## src/rtl/adc_freq_meter.sv

```systemverilog
// adc_freq_meter: reciprocal frequency meter (hysteresis squarer, whole-period gate); PEAK_DETECT_EN adds Vmax/Vmin capture.
// Latency: edge 2 Clk after AD_Data crosses HI_TH; results + Meas_Valid the cycle after the closing edge/timeout.
// Backpressure: none; AD_Data consumed every Clk, results hold until the next Meas_Valid.
module adc_freq_meter #(
    parameter logic [31:0] GATE_CYCLES    = 32'd50_000_000,
    parameter logic [31:0] TIMEOUT_CYCLES = 32'd100_000_000,
    parameter logic [13:0] HI_TH          = 14'd9011,
    parameter logic [13:0] LO_TH          = 14'd7373
) (
    input  logic        Clk,
    input  logic        Rst,
    input  logic        Meas_En,
    input  logic [13:0] AD_Data,
    output logic [31:0] Nx_Cnt,
    output logic [31:0] Ns_Cnt,
    output logic [13:0] Vmax,
    output logic [13:0] Vmin,
    output logic        Meas_Valid,
    output logic        No_Signal,
    output logic        Busy
);

    typedef enum logic [2:0] {IDLE, ARM, GATE, CLOSE, DONE} state_t;

    state_t      state, state_nxt;
    logic [13:0] ad_q;
    logic        sig_hi, sig_hi_d, edge_det;
    logic [31:0] nx_cnt, ns_cnt, gate_cnt, to_cnt;
    logic [31:0] nx_nxt, ns_nxt, gate_nxt, to_nxt;
    logic        timeout_hit, gate_reached, fin_ok, fin_to;

    always_ff @(posedge Clk or posedge Rst) begin
        if (Rst) begin
            ad_q     <= '0;
            sig_hi   <= 1'b0;
            sig_hi_d <= 1'b0;
        end else begin
            ad_q <= AD_Data;
            if (ad_q >= HI_TH)
                sig_hi <= 1'b1;
            else if (ad_q <= LO_TH)
                sig_hi <= 1'b0;
            sig_hi_d <= sig_hi;
        end
    end

    assign edge_det = sig_hi & ~sig_hi_d;
    // An edge in the timeout cycle restarts the timeout instead of aborting.
    assign timeout_hit  = (to_cnt == TIMEOUT_CYCLES) && !edge_det;
    // gate_cnt lags Ns by one cycle, so compare its incremented value.
    assign gate_reached = (gate_cnt + 32'd1) >= GATE_CYCLES;

    always_comb begin
        state_nxt = state;
        nx_nxt    = nx_cnt;
        ns_nxt    = ns_cnt;
        gate_nxt  = gate_cnt;
        to_nxt    = to_cnt;
        fin_ok    = 1'b0;
        fin_to    = 1'b0;
        unique case (state)
            IDLE: begin
                if (Meas_En) begin
                    state_nxt = ARM;
                    to_nxt    = '0;
                end
            end
            ARM: begin
                if (!Meas_En) begin
                    state_nxt = IDLE;
                end else if (edge_det) begin
                    nx_nxt    = '0;
                    ns_nxt    = '0;
                    gate_nxt  = '0;
                    to_nxt    = '0;
                    state_nxt = GATE;
                end else if (timeout_hit) begin
                    state_nxt = DONE;
                    fin_to    = 1'b1;
                end else begin
                    to_nxt = to_cnt + 32'd1;
                end
            end
            GATE: begin
                if (!Meas_En) begin
                    state_nxt = IDLE;
                end else begin
                    ns_nxt   = ns_cnt + 32'd1;
                    gate_nxt = gate_cnt + 32'd1;
                    to_nxt   = edge_det ? '0 : to_cnt + 32'd1;
                    if (edge_det)
                        nx_nxt = nx_cnt + 32'd1;
                    if (timeout_hit) begin
                        state_nxt = DONE;
                        fin_to    = 1'b1;
                    end else if (gate_reached) begin
                        if (edge_det) begin
                            state_nxt = DONE;
                            fin_ok    = 1'b1;
                        end else begin
                            state_nxt = CLOSE;
                        end
                    end
                end
            end
            CLOSE: begin
                if (!Meas_En) begin
                    state_nxt = IDLE;
                end else begin
                    ns_nxt = ns_cnt + 32'd1;
                    to_nxt = edge_det ? '0 : to_cnt + 32'd1;
                    if (edge_det) begin
                        nx_nxt    = nx_cnt + 32'd1;
                        state_nxt = DONE;
                        fin_ok    = 1'b1;
                    end else if (timeout_hit) begin
                        state_nxt = DONE;
                        fin_to    = 1'b1;
                    end
                end
            end
            DONE: begin
                state_nxt = Meas_En ? ARM : IDLE;
                to_nxt    = '0;
            end
            default: state_nxt = IDLE;
        endcase
    end

    always_ff @(posedge Clk or posedge Rst) begin
        if (Rst) begin
            state    <= IDLE;
            nx_cnt   <= '0;
            ns_cnt   <= '0;
            gate_cnt <= '0;
            to_cnt   <= '0;
        end else begin
            state    <= state_nxt;
            nx_cnt   <= nx_nxt;
            ns_cnt   <= ns_nxt;
            gate_cnt <= gate_nxt;
            to_cnt   <= to_nxt;
        end
    end

    // Results are loaded on the edge into DONE so they appear with Meas_Valid.
    always_ff @(posedge Clk or posedge Rst) begin
        if (Rst) begin
            Nx_Cnt    <= '0;
            Ns_Cnt    <= '0;
            No_Signal <= 1'b0;
        end else if (fin_ok) begin
            Nx_Cnt    <= nx_nxt;
            Ns_Cnt    <= ns_nxt;
            No_Signal <= 1'b0;
        end else if (fin_to) begin
            Nx_Cnt    <= '0;
            Ns_Cnt    <= '0;
            No_Signal <= 1'b1;
        end
    end

`ifdef PEAK_DETECT_EN
    logic [13:0] vmax_trk, vmin_trk, vmax_nxt, vmin_nxt;

    always_comb begin
        vmax_nxt = vmax_trk;
        vmin_nxt = vmin_trk;
        if (state == ARM && state_nxt == GATE) begin
            vmax_nxt = ad_q;
            vmin_nxt = ad_q;
        end else if (state == GATE || state == CLOSE) begin
            if (ad_q > vmax_trk)
                vmax_nxt = ad_q;
            if (ad_q < vmin_trk)
                vmin_nxt = ad_q;
        end
    end

    always_ff @(posedge Clk or posedge Rst) begin
        if (Rst) begin
            vmax_trk <= '0;
            vmin_trk <= '0;
            Vmax     <= '0;
            Vmin     <= '0;
        end else begin
            vmax_trk <= vmax_nxt;
            vmin_trk <= vmin_nxt;
            if (fin_ok) begin
                Vmax <= vmax_nxt;
                Vmin <= vmin_nxt;
            end else if (fin_to) begin
                Vmax <= '0;
                Vmin <= '0;
            end
        end
    end
`else
    assign Vmax = '0;
    assign Vmin = '0;
`endif

    assign Meas_Valid = (state == DONE);
    assign Busy       = (state == ARM) || (state == GATE) || (state == CLOSE);

endmodule

```

## config.mk

```make
export PLATFORM = sky130hd
export DESIGN_NAME = adc_freq_meter
export DESIGN_NICKNAME = d
export VERILOG_FILES = /design/src/rtl/adc_freq_meter.sv
export SDC_FILE = /design/constraint.sdc
export NUM_CORES = 1
export LEC_CHECK = 0
export ABC_CLOCK_PERIOD_IN_PS = 13200
export BUFFER_PORTS_ARGS = -buffer_cell sky130_fd_sc_hd__buf_2
export CORE_MARGIN = 10
export CORE_UTILIZATION = 28
export DETAILED_ROUTE_END_ITERATION = 10
export PLACE_DENSITY_LB_ADDON = 0.12
export SYNTH_ARGS = -nofsm -noshare
export SYNTH_HDL_FRONTEND = slang
export SYNTH_SLANG_ARGS = --single-unit
```

## constraint.sdc

```tcl
create_clock -name Clk -period 13.2 [get_ports Clk]
set_input_delay 1.98 -clock Clk [delete_from_list [all_inputs] [get_ports Clk]]
set_output_delay 1.98 -clock Clk [all_outputs]
set_load 0.005 [all_outputs]
```

==> results.json <==
{
  "cp_cell_sequence": "and4_1, nand4_1, nor4b_1, nand4b_1, a22oi_1, nand4_1, buf_4, o21ai_4, buf_4, mux2_2",
  "portBuffers": 83,
  "cts_buffers": 26,
  "fp.dieW_um": 219,
  "worst_pin_slew_ns": 0.989,
  "relSlewSlack": 0.340,
  "clkTransAtPathRegs_ns": 0.07,
  "track_usage": 0.129,
  "p_switching_uw": 396,
  "wire_per_inst_um": 17.5,
  "synth.yosys.seq_area_share": 0.476,
  "cap_violations": 0,
  "syn_avg_cell_area_sq_um": 9.50,
  "slew_viol_final": 0,
  "grt_pass1_wl_um": 50900,
  "status": "finished clean",
  "clock_sink_count": 212,
  "cts_tree": "done",
  "fillers": 4086,
  "overflow": 0,
  "cts.path.max_buffers": 3,
  "holdCritPathClass": "reg2reg",
  "synth_seq_cells": 212,
  "ys.flop_type": "dfrtp_1",
  "timing.fmax_ghz": 0.211,
  "period_share": 0.358,
  "synth.distinct_cells": 67,
  "insertion_delay_ns": 0.55,
  "combPwrFrac": 0.070,
  "ctsResizeCount": 0,
  "routed_wirelength_um": 31100,
  "ant_nets": 0,
  "die_h_um": 219,
  "hold_buffers": 0,
  "antenna_found_initial": 1,
  "vdd_drop_max_v": 0.0000650,
  "startpoint_type": "flop",
  "min_period_ns": 4.73,
  "dp_hpwl_um": 20800,
  "finalPower_uw": 1550,
  "async_reset_ff_frac": 1.00,
  "core_sq_mm": 0.0395,
  "rows": 73,
  "vias": 8865,
  "leakagePower_uw": 0.00643,
  "cp.arrival_ns": 5.15,
  "yosys_warnings": 0,
  "post_drt_via_cell_ratio": 4.99,
  "power_frac_seq": 0.448,
  "area_growth_pct": 15.4,
  "ioPinCount": 112,
  "drive_above_1_share": 0.170,
  "p_int_uw": 1150,
  "die_area_sq_mm": 0.0482,
  "drcViolationCount": 0,
  "crit_type": "reg2reg",
  "postCtsSetupRepairBufs": 0,
  "place.gp.congestion": 0.788,
  "finClkSkew_ns": 0.0164,
  "grt_pass1_vias": 8977,
  "crit_fanout": 55,
  "floorplan.initialDensity": 0.282,
  "synth_area_sq_mm": 0.0111,
  "critPathTopFamily": "simple AND/OR/NAND/NOR gates",
  "cts-root-buf": "clkbuf_16",
  "critPathMaxStageDelay_ns": 0.77,
  "hold_viol_final": 0,
  "setup_viol": 0,
  "synth_edf_count": 0,
  "htree_num_levels": 1,
  "powerDensity_mw_per_mm2": 120,
  "cp-end-kind": "flop",
  "rsz0062_at_grt": "false",
  "cp_slowest_cell": "nor4b_1",
  "final_cell_mix": "212 x dfrtp_1, 124 x nand2_1, 91 x o21ai_0",
  "num-nets-final": 1254,
  "clockPowerShare": 0.482,
  "crit_buf_inv": 2,
  "drt-initial-drc-count": 548,
  "dr.pass1.iters": 5,
  "layout_commonest_cell": "dfrtp_1",
  "grt_max_degree": 125,
  "worstPathRequired_ns": 13.62,
  "setup_tns_ns": 0,
  "synth_cells": 1173,
  "p_sw_frac": 0.256
}
synthesized netlist by cell type (all sizes together), types with 11 or more instances:
master	number	area, sq um
mux2	13	146
dfrtp	212	5310
a31oi	11	68.8
a31o	39	342
and3	20	125
and4	12	105
or3	11	68.8
a21oi	19	95.1
nand4	47	300
nand3	80	418
nand2	124	465
o211a	40	400
inv	39	146
nor2	89	334
o31ai	16	120
buf	45	319
nor4	16	136
or2	13	81.3
clkbuf	47	176
and2	20	125
xor2	24	210
mux2i	39	390
nor3	25	125
o21ai	92	460
worst register-to-register path: stages, from the launching register on:
cell and delay (ns):
dfrtp_1 0.49, and4_1 0.31, nand4_1 0.59, nor4b_1 0.77, nand4b_1 0.18, a22oi_1 0.23
nand4_1 0.12, buf_4 0.31, o21ai_4 0.49, buf_4 0.64, mux2_2 0.48
worst paths after layout:
check / start / to / slack (ns) / depth (start not counted)
max reg2reg: gate_cnt[2] / Ns_Cnt[9] / 8.47 / 10
min: sig_hi / sig_hi_d / 0.41 / 0
max in group asynchronous: Rst / to_cnt[12] / 10.43 / 3
min in group asynchronous: Rst / Nx_Cnt[18] / 1.62 / 2
max: gate_cnt[2] / Ns_Cnt[9] / 8.47 / 10
min reg2reg: sig_hi / sig_hi_d / 0.41 / 0
logic make-up (layout without fill, tap and decap cells):
family	after synthesis	after routing	share of synthesized area
AND/OR/NAND/NOR	481	481	0.222
AO/OA/AOI/OAI	258	258	0.164
flip-flops	212	212	0.476
buffers and inverters	131	181	0.0576
multiplexers	52	52	0.0482
XOR/XNOR	32	32	0.0252
adder cells (fa/ha/maj)	6	6	0.00674
other	1	29	0.000337
metrics by stage:
step | area [sq um] | setup WS, ns | utilization | hold WS [ns] | std cells
finish | 12900 | 8.47 | 0.325 | 0.406 | 1776
global route | 12900 | 8.21 | 0.325 | 0.417 | 1776
CTS | 12900 | 8.53 | 0.325 | 0.408 | 1775
detailed placement | 12000 | 8.42 | 0.302 | 0.394 | 1728
global placement | 12000 | 8.47 | 0.302 | 0.390 | 1728
floorplan | 11200 | 5.43 | - | 0.361 | 1200
layer usage:
metal	vias up	track usage	share of wire
met3	33	0.0224	0.042
met2	149	0.204	0.46
li1	4344	-	-
met4	0	0.0319	0.017
met5	-	0	0
met1	4339	0.179	0.48
flip-flops by register name (all words and copies together) (netlist names):
register,flops
Ns_Cnt,32
Nx_Cnt,32
gate_cnt,32
ns_cnt,32
nx_cnt,32
to_cnt,32
ad_q,14
state,3
No_Signal,1
sig_hi,1
sig_hi_d,1
area by class of cell:
class	instances	area, sq um	share of cell area
diodes	1	2.50	0.000195
clock buffers	36	779	0.0606
clock inverters	11	121	0.00944
inverters	39	154	0.0120
multi-input cells	857	5330	0.415
flip-flops and latches	212	5310	0.413
well taps	525	657	0.0511
repair buffers	95	505	0.0393
power groups by stage:
stage	logic, uW	registers [uW]	clock network (uW)
2_1_floorplan	83.8	694	0
3_3_place_gp	112	704	0
3_5_place_dp	112	704	0
4_1_cts	112	692	773
5_1_grt	126	696	797
6_report	109	692	745
Power figures use the tool's default switching activity.
